--- src/rtl/uart_pkg.sv ---
// rtl/uart_pkg.sv - shared UART state encoding, baud divisor helper and default parameters
package uart_pkg;

  localparam int DEF_CLK       = 50000000;
  localparam int DEF_BAUD_RATE = 115200;
  localparam int DEF_BITS      = 8;

  typedef enum logic [2:0] {IDLE, START, DATA, PARITY, STOP, BREAK} uart_state_t;

  function automatic int div(input int clk, input int baud);
    return clk / baud;
  endfunction

endpackage

--- src/rtl/uart_rx_if.sv ---
// rtl/uart_rx_if.sv - receiver serial line input and parallel word/strobe outputs
interface uart_rx_if #(parameter int BITS = 8);

  logic            rx;
  logic [BITS-1:0] data;
  logic            valid;
  logic            frame_err;
  logic            parity_err;
  logic            busy;

  modport master (input rx, output data, valid, frame_err, parity_err, busy);
  modport slave  (output rx, input data, valid, frame_err, parity_err, busy);

endinterface

--- src/rtl/sync_2ff.sv ---
// rtl/sync_2ff.sv - two-flop synchroniser for asynchronous pins, reset value supplied by the user
module sync_2ff #(
  parameter int WIDTH = 1
) (
  input  logic             clk,
  input  logic             rst_n,
  input  logic [WIDTH-1:0] i_rst_val,
  input  logic [WIDTH-1:0] i_d,
  output logic [WIDTH-1:0] o_q
);

  logic [WIDTH-1:0] r_meta;
  logic [WIDTH-1:0] r_sync;

  always_ff @(posedge clk or negedge rst_n) begin
    if (!rst_n) begin
      r_meta <= i_rst_val;
      r_sync <= i_rst_val;
    end else begin
      r_meta <= i_d;
      r_sync <= r_meta;
    end
  end

  assign o_q = r_sync;

endmodule

--- src/rtl/uart_rx.sv ---
// rtl/uart_rx.sv - 8N1 asynchronous serial receiver with one-cycle valid/error strobes
// Optional even-parity bit between data and stop enabled by UART_RX_PARITY_EN.
module uart_rx
  import uart_pkg::*;
#(
  parameter int CLK       = DEF_CLK,
  parameter int BAUD_RATE = DEF_BAUD_RATE,
  parameter int BITS      = DEF_BITS
) (
  input  logic       clk,
  input  logic       rst_n,
  uart_rx_if.master  bus
);

  localparam int DIV  = div(CLK, BAUD_RATE);
  localparam int HALF = DIV / 2;
  localparam int CW   = $clog2(DIV) + 1;
  localparam int NW   = $clog2(BITS + 1);

  localparam logic [CW-1:0] C_HALF_M1  = CW'(HALF - 1);
  localparam logic [CW-1:0] C_DIV_M1   = CW'(DIV - 1);
  localparam logic [NW-1:0] C_LAST_BIT = NW'(BITS - 1);

  uart_state_t     r_state;
  uart_state_t     w_state_nxt;
  logic [CW-1:0]   r_clkd;
  logic [NW-1:0]   r_bitn;
  logic [BITS-1:0] r_shift;
  logic [BITS-1:0] r_data;
  logic [1:0]      r_prime;
  logic            r_armed;
  logic            r_valid;
  logic            r_ferr;
  logic            w_rx_s;
  logic            w_half_tick;
  logic            w_full_tick;
  logic            w_par_bad;
  logic            w_shift_en;
  logic            w_set_valid;
  logic            w_set_ferr;
`ifdef UART_RX_PARITY_EN
  logic            w_set_perr;
  logic            r_par;
  logic            r_perr;
`endif

  sync_2ff #(.WIDTH(1)) u_sync (
    .clk       (clk),
    .rst_n     (rst_n),
    .i_rst_val (1'b1),
    .i_d       (bus.rx),
    .o_q       (w_rx_s)
  );

  assign w_half_tick = (r_clkd == C_HALF_M1);
  assign w_full_tick = (r_clkd == C_DIV_M1);

  always_ff @(posedge clk or negedge rst_n) begin
    if (!rst_n) r_state <= IDLE;
    else        r_state <= w_state_nxt;
  end

  always_comb begin
    w_state_nxt = r_state;
    case (r_state)
      IDLE:   if (r_armed && !w_rx_s) w_state_nxt = START;
      START:  if (w_half_tick) w_state_nxt = w_rx_s ? IDLE : DATA;
`ifdef UART_RX_PARITY_EN
      DATA:   if (w_full_tick && r_bitn == C_LAST_BIT) w_state_nxt = PARITY;
`else
      DATA:   if (w_full_tick && r_bitn == C_LAST_BIT) w_state_nxt = STOP;
`endif
      PARITY: if (w_full_tick) w_state_nxt = STOP;
      STOP:   if (w_full_tick) w_state_nxt = w_rx_s ? IDLE : BREAK;
      BREAK:  if (w_rx_s) w_state_nxt = IDLE;
      default: w_state_nxt = IDLE;
    endcase
  end

  // Stop-bit decision: a low stop bit overrides any parity verdict.
  always_comb begin
    w_shift_en  = (r_state == DATA) && w_full_tick;
    w_set_valid = (r_state == STOP) && w_full_tick && w_rx_s && !w_par_bad;
    w_set_ferr  = (r_state == STOP) && w_full_tick && !w_rx_s;
`ifdef UART_RX_PARITY_EN
    w_set_perr  = (r_state == STOP) && w_full_tick && w_rx_s && w_par_bad;
`endif
  end

  // r_prime masks the synchroniser's reset value so a line held low
  // through reset is never mistaken for an idle-high line.
  always_ff @(posedge clk or negedge rst_n) begin
    if (!rst_n) begin
      r_clkd  <= '0;
      r_bitn  <= '0;
      r_shift <= '0;
      r_prime <= '0;
      r_armed <= 1'b0;
    end else begin
      r_prime <= {r_prime[0], 1'b1};
      if (w_rx_s && r_prime[1]) r_armed <= 1'b1;
      if (r_state == IDLE || r_state == BREAK || w_state_nxt != r_state || w_full_tick)
        r_clkd <= '0;
      else
        r_clkd <= r_clkd + 1'b1;
      if (r_state != DATA) r_bitn <= '0;
      else if (w_shift_en) r_bitn <= r_bitn + 1'b1;
      if (w_shift_en) r_shift <= {w_rx_s, r_shift[BITS-1:1]};
    end
  end

  always_ff @(posedge clk or negedge rst_n) begin
    if (!rst_n) begin
      r_data  <= '0;
      r_valid <= 1'b0;
      r_ferr  <= 1'b0;
    end else begin
      r_valid <= w_set_valid;
      r_ferr  <= w_set_ferr;
      if (w_set_valid) r_data <= r_shift;
    end
  end

`ifdef UART_RX_PARITY_EN
  always_ff @(posedge clk or negedge rst_n) begin
    if (!rst_n) begin
      r_par  <= 1'b0;
      r_perr <= 1'b0;
    end else begin
      if (r_state == PARITY && w_full_tick) r_par <= w_rx_s;
      r_perr <= w_set_perr;
    end
  end

  assign w_par_bad      = (^r_shift) != r_par;
  assign bus.parity_err = r_perr;
`else
  assign w_par_bad      = 1'b0;
  assign bus.parity_err = 1'b0;
`endif

  assign bus.data      = r_data;
  assign bus.valid     = r_valid;
  assign bus.frame_err = r_ferr;
  assign bus.busy      = (r_state != IDLE);

endmodule

--- src/flat_wrapper.sv ---
// flat-port wrapper written by rule: the top's interface ports become plain ports
module uart_rx_flat import uart_pkg::*;
#(
  parameter int CLK       = DEF_CLK,
  parameter int BAUD_RATE = DEF_BAUD_RATE,
  parameter int BITS      = DEF_BITS
)
  (clk, rst_n, bus_rx, bus_data, bus_valid, bus_frame_err, bus_parity_err, bus_busy);
  uart_rx_if #(.BITS(BITS)) bus_i ();
  input  logic clk;
  input  logic rst_n;
  input wire logic [$bits(bus_i.rx)-1:0] bus_rx;
  output wire logic [$bits(bus_i.data)-1:0] bus_data;
  output wire logic [$bits(bus_i.valid)-1:0] bus_valid;
  output wire logic [$bits(bus_i.frame_err)-1:0] bus_frame_err;
  output wire logic [$bits(bus_i.parity_err)-1:0] bus_parity_err;
  output wire logic [$bits(bus_i.busy)-1:0] bus_busy;
  assign bus_i.rx = bus_rx;
  assign bus_data = bus_i.data;
  assign bus_valid = bus_i.valid;
  assign bus_frame_err = bus_i.frame_err;
  assign bus_parity_err = bus_i.parity_err;
  assign bus_busy = bus_i.busy;
  uart_rx #(.CLK(CLK), .BAUD_RATE(BAUD_RATE), .BITS(BITS)) u_core (.clk(clk), .rst_n(rst_n), .bus(bus_i));
endmodule
--- config.mk ---
export PLATFORM = sky130hd
export DESIGN_NAME = uart_rx_flat
export DESIGN_NICKNAME = d
export VERILOG_FILES = /design/src/rtl/uart_pkg.sv /design/src/rtl/uart_rx_if.sv /design/src/rtl/sync_2ff.sv /design/src/rtl/uart_rx.sv /design/src/flat_wrapper.sv
export SDC_FILE = /design/constraint.sdc
export NUM_CORES = 1
export LEC_CHECK = 0
export ABC_AREA = 1
export CAP_MARGIN = 10
export CELL_PAD_IN_SITES_DETAIL_PLACEMENT = 2
export CELL_PAD_IN_SITES_GLOBAL_PLACEMENT = 2
export CORE_ASPECT_RATIO = 2
export CORE_UTILIZATION = 25
export DETAILED_ROUTE_END_ITERATION = 8
export GPL_ROUTABILITY_DRIVEN = 0
export PLACE_DENSITY_LB_ADDON = 0.1
export SYNTH_ARGS = -nofsm -noshare
export SYNTH_HDL_FRONTEND = slang
export SYNTH_SLANG_ARGS = --single-unit
--- constraint.sdc ---
create_clock -name clk -period 1.6 [get_ports clk]
set_clock_uncertainty 0.1 [all_clocks]
set_input_delay 0.24 -clock clk [delete_from_list [all_inputs] [get_ports clk]]
set_output_delay 0.24 -clock clk [all_outputs]
set_load 0.01 [all_outputs]
# Yosys cells after proc, flatten, opt, wreduce, memory -nomap -nowiden
# Cells that the tools add are included.
dict set report op_classes {
  addsub 2
  n_reduce_logical 14
  eq_ne 10
  mux 12
}
# cell n
set op_table {}
lappend op_table {{3-bit 2-to-1 mux} 7}
lappend op_table {{3-bit case mux with 6 select lines} 1}
lappend op_table {{10-bit by 1-bit adder with 10-bit output, second input constant} 1}
lappend op_table {{10-bit by 8-bit == test with 1-bit output, second input constant} 1}
lappend op_table {{10-bit by 9-bit == test with 1-bit output, second input constant} 1}
lappend op_table {{10-bit 2-to-1 mux} 1}
lappend op_table {{4-bit 2-to-1 mux} 2}
lappend op_table {{1-bit logical AND} 7}
lappend op_table {{3-bit by 2-bit == test with 1-bit output, second input constant} 2}
lappend op_table {{3-bit == test, second input constant} 2}
lappend op_table {{4-bit by 1-bit adder with 4-bit output, second input constant} 1}
lappend op_table {{4-bit by 3-bit == test with 1-bit output, second input constant} 1}
lappend op_table {{3-bit by 1-bit == test with 1-bit output, second input constant} 1}
lappend op_table {{3-bit zero test} 1}
lappend op_table {{1-bit logical OR} 3}
lappend op_table {{3-bit by 2-bit != test with 1-bit output, second input constant} 1}
lappend op_table {{3-bit != test} 1}
lappend op_table {{3-bit nonzero test} 1}
lappend op_table {{2-bit 2-to-1 mux} 1}
lappend op_table {{2-bit nonzero test} 1}
lappend op_table {{1-bit zero test} 1}
dict set report word_totals {
  output_inout_bits 12
  inputBits 3
  wordCells 49
  reg_bits 40
}

# Longest topological paths before layout
dict set report logic_depth {
  ltp_word 8
  depth_mapped 12
  ltp_nobuf 12
}

# Least setup slack after synthesis
# OpenSTA, ideal clock, no wires.
dict set report synth_timing {
  path_type {register to register}
  startpoint {reg u_core.r_clkd[1]}
  endpoint {reg u_core.r_clkd[2]}
  t_required_ns 1.379
  synth_period_minus_slack_ns 1.608
  arrival_ns 1.388
  setup_ns 0.121
  path_buffers 0
  stages_incl_launch_ff 10
  setup_slack_ns -0.008
  cell_sequence {dfrtp_1 -> inv_1 -> ha_1 -> nand2_1 -> nor2_4 -> nand3_4 -> a21oi_4 -> nand3_1 -> nand3_4 -> nor2_2}
}
dict set report synth_between {
  elab_chain_cells 8
  elab_cells_between_ends 13
  classes_between {add/sub: 1; eq/ne: 3; mux: 6; reduce/logical: 3}
}
# item line_no
set synth_rtl {}
lappend synth_rtl {{start, declared} uart_rx.sv:26} ;# logic [CW-1:0] r_clkd;
lappend synth_rtl {{start signal, assigned} uart_rx.sv:105} ;# r_clkd <= r_clkd + 1'b1;
lappend synth_rtl {{10-bit by 9-bit == test with 1-bit output} uart_rx.sv:56} ;# assign w_full_tick = (r_clkd == C_DIV_M1);
lappend synth_rtl {{1-bit logical AND} uart_rx.sv:71} ;# DATA: if (w_full_tick && r_bitn == C_LAST_BIT) w_state_nxt = STOP;
lappend synth_rtl {{3-bit 2-to-1 mux} uart_rx.sv:71}
lappend synth_rtl {{3-bit case mux with 6 select lines} uart_rx.sv:65} ;# case (r_state)
lappend synth_rtl {{3-bit != test} uart_rx.sv:102} ;# if (r_state == IDLE || r_state == BREAK || w_state_nxt != r_state || w_full_tick)
lappend synth_rtl {{1-bit logical OR (2 in a row)} uart_rx.sv:102}
lappend synth_rtl {{10-bit 2-to-1 mux *} uart_rx.sv:102}
# Every way passes the cells marked *; elsewhere a longest branch is shown, timed or not.
# A chain may end at the register's enable or synchronous reset.

# Final worst setup path
dict set report layout_timing {
  startpoint {reg u_core.r_state[2]}
  endpoint {reg u_core.r_clkd[4]}
}
dict set report layout_between {
  elab_chain_cells 6
  elab_cells_between_ends 18
  classes_between {eq/ne: 6; mux: 8; reduce/logical: 4}
}
# item line_no
set layout_rtl {}
lappend layout_rtl {{start, declared} uart_rx.sv:24} ;# uart_state_t r_state;
lappend layout_rtl {{start signal, assigned} uart_rx.sv:60} ;# else r_state <= w_state_nxt;
lappend layout_rtl {{3-bit == test, or another cell as far along} {uart_rx.sv:65, uart_rx.sv:102}}
lappend layout_rtl {{3-bit case mux with 6 select lines} uart_rx.sv:65}
lappend layout_rtl {{3-bit != test} uart_rx.sv:102}
lappend layout_rtl {{1-bit logical OR * (2 in a row)} uart_rx.sv:102}
lappend layout_rtl {{10-bit 2-to-1 mux *} uart_rx.sv:102}
# Marked as above.

==> flow_summary.ini <==
[synthesis]
async_flop_share_pct = 100
synth_edf_count = 0
synth_top_area_cell = dfrtp_1
synthCells = 206
ys_top_cells_by_count = nand2_1 (40), dfrtp_1 (38), inv_1 (24)
ys_warn_count = 0
synth_seq_area_share_pct = 53.5
synth_top_area_share_pct = 50.7
synth_area_leaders = dfrtp_1 (51%), nand2_1 (8.0%), inv_1 (4.8%), nor2_2 (4.7%), o21ai_0 (4.0%)
syn-cell-area_um2 = 1870
yosysMostFrequentCell = nand2_1
synth_fp_nets = 213
synth_cell_types = 27
synthesis.area_per_instance_um2 = 9.10
ys.flop_type = dfrtp_1
ys_ff_latch = 40

[place]
port_buffers = 13
pre_cts_slack_ns = -0.304
hpwlAfterDp_mm = 4.32

[routing]
drtIter0Drc = 36
vias = 1593
drtPass1Iterations = 4
routedWlPerCell_um = 16.3
final_antenna_net_count = 0
vias_per_cell = 4.43
wl_mm = 5.88
drc = 0

[floorplanning]
start_util_pct = 25.8
die-area_um2 = 7870
coreArea_um2 = 7270
die_height_um = 124
die_w_um = 63.2
rows = 44
io_pins = 15

[clock_tree]
h-tree-depth = 2
cts.path.max_buffers = 2
clock_latency_ns = 0.29
clkSlewWorstSetupHoldPaths_ns = 0.06
tritoncts = done
cts_inserted_buffers = 5
cts.sink_count = 40
cts_root_buf = clkbuf_16

[worst_setup_path]
critPathRequiredTime_ns = 1.67
cp_max_fo = 5
r2r_cells = 8
worstPathArrival_ns = 1.84
regToRegSetupSlack_ns = -0.17
end_kind = flip-flop
start_kind = flip-flop
r2r-start = u_core.r_state[2]
r2r-end = u_core.r_clkd[4]
path_class = reg2reg

[grt]
grt_pass1_wl_mm = 10.1
grt_usage_pct = 17.1
antenna_found_initial = 0
grt_max_degree = 27
gr-total-overflow = 0
grt_pass1_vias = 1965

[finish]
drive_above_1_share_pct = 37.7
final_net_count = 274
nFillCells = 823
final_util_pct = 37.5
n_antenna_cell = 0
area_growth_syn_to_layout_pct = 45.5

[flow_run]
cap_violations = 0

[hold_path]
whs_path_depth = 0
min_to = u_core.r_prime[1]
min_from = u_core.r_prime[0]
hold_class = reg2reg

[timing]
fin_crit_ns = 1.77
rsz0062_at_grt = true
finalSetupViolations = 29
final.period_utilization_pct = 111
fin_ws_ns = -0.171
hold_viol = 0
holdWs_ns = 0.247
drv_slew = 0
timing.fmax_mhz = 565

[power_and_ir_drop]
peakVddDrop_v = 0.000592
power.static_leakage_uw = 0.00123
power_density_nw_per_um2 = 1050

[status]
violations = negative setup slack
status = complete, but fails checks
state kept, by name, summed over array words and instances, names as in the netlist:
name,flops
u_core.r_prime,2
u_core.u_sync.o_q,1
u_core.r_bitn,4
u_core.bus.data,8
u_core.bus.valid,1
u_core.r_clkd,10
u_core.u_sync.r_meta,1
u_core.r_state,3
u_core.bus.frame_err,1
u_core.r_shift,8
u_core.r_armed,1
where the power goes:
part / switching, uW / internal (uW)
registers: 51.8 / 1070
clock network: 415 / 581
logic: 412 / 338
cells in the final DEF, fill, tap and decap left out, types with 3 or more instances in the layout:
cell / netlist / layout
inv_2: 6 / 9
buf_6: 0 / 3
nor2_2: 14 / 12
nor2_1: 13 / 10
nand3_1: 14 / 12
ha_1: 4 / 3
dfrtp_1: 38 / 37
nand3_4: 2 / 5
inv_1: 24 / 20
clkdlybuf4s50_1: 0 / 11
buf_4: 1 / 36
o21ai_1: 3 / 10
o21ai_0: 15 / 8
xor2_1: 7 / 7
nand2_1: 40 / 35
nand4_1: 3 / 3
clkbuf_16: 0 / 5
nand2_2: 3 / 6
nor2_4: 1 / 6
logic make-up after synthesis:
group / Yosys count / synth area share (%)
and+or+nand+nor: 95 / 25.2
DFF: 40 / 53.5
adders and majority gates: 4 / 2.67
other: 2 / 0.401
AOI/OAI and AO/OA: 23 / 7.08
buffers and inverters: 33 / 6.94
xor gates and xnor gates: 9 / 4.21
area by class of cell:
type                    count  area (um2)  share of cell area, %
clock buffers               6         129                   4.73
clock inverters             2        16.3                  0.597
inverters                  30         115                   4.22
multi-input cells         135         872                   32.0
flip-flops and latches     40        1000                   36.9
well taps                  92         115                   4.22
repair buffers             55         474                   17.4
critical path, cell delays in order, from the launching register on:
cell	delay (ns)
dfrtp_1	0.43
nor3_1	0.33
nand2_1	0.12
nor2_2	0.17
nor2_1	0.07
nor2_2	0.15
nor2_4	0.08
nand3_4	0.16
nor2_2	0.05
how the worst max path moves through the flow:
stage                            from                 end  cells after the start
floorplan            u_core.r_clkd[1]    u_core.r_clkd[2]                      9
detailed placement   u_core.r_clkd[1]  u_core.bus.data[7]                     10
global route         u_core.r_clkd[0]    u_core.r_clkd[4]                     10
CTS                  u_core.r_clkd[0]    u_core.r_clkd[3]                     10
global placement     u_core.r_clkd[1]  u_core.bus.data[7]                     10
finish              u_core.r_state[2]    u_core.r_clkd[4]                      8
per-stage QoR:
step	cells	power, uW	setup TNS (ns)	cell area [um2]
3_3_place_gp	341	1660	-4.39	2370
2_1_floorplan	206	1430	-0.0241	1870
3_5_place_dp	341	1710	-6.77	2370
6_report	360	2870	-2.74	2730
5_1_grt	360	3020	-6.26	2730
4_1_cts	359	2900	-3.12	2690
timing repair:
item | in CTS | in global routing
setup endpoints to repair | 34 | 34
pin swaps | 11 | 7
resized for setup | 32 | 12
gates cloned | 2 | 0
hold buffers | 1 | 0
buffers inserted | 7 | 1
endpoints found under the hold margin | 12 | 0
metal layers:
metal | wire, um | track usage [%] | vias up | part of all wire (%)
met5 | 0 | 0 | - | 0
met4 | 126 | 6.55 | 0 | 2.1
met3 | 112 | 2.84 | 10 | 1.9
met2 | 3750 | 35.6 | 18 | 64
met1 | 1890 | 15.2 | 803 | 32
li1 | - | - | 762 | -
Note: power is estimated with default switching activity, not from simulation.
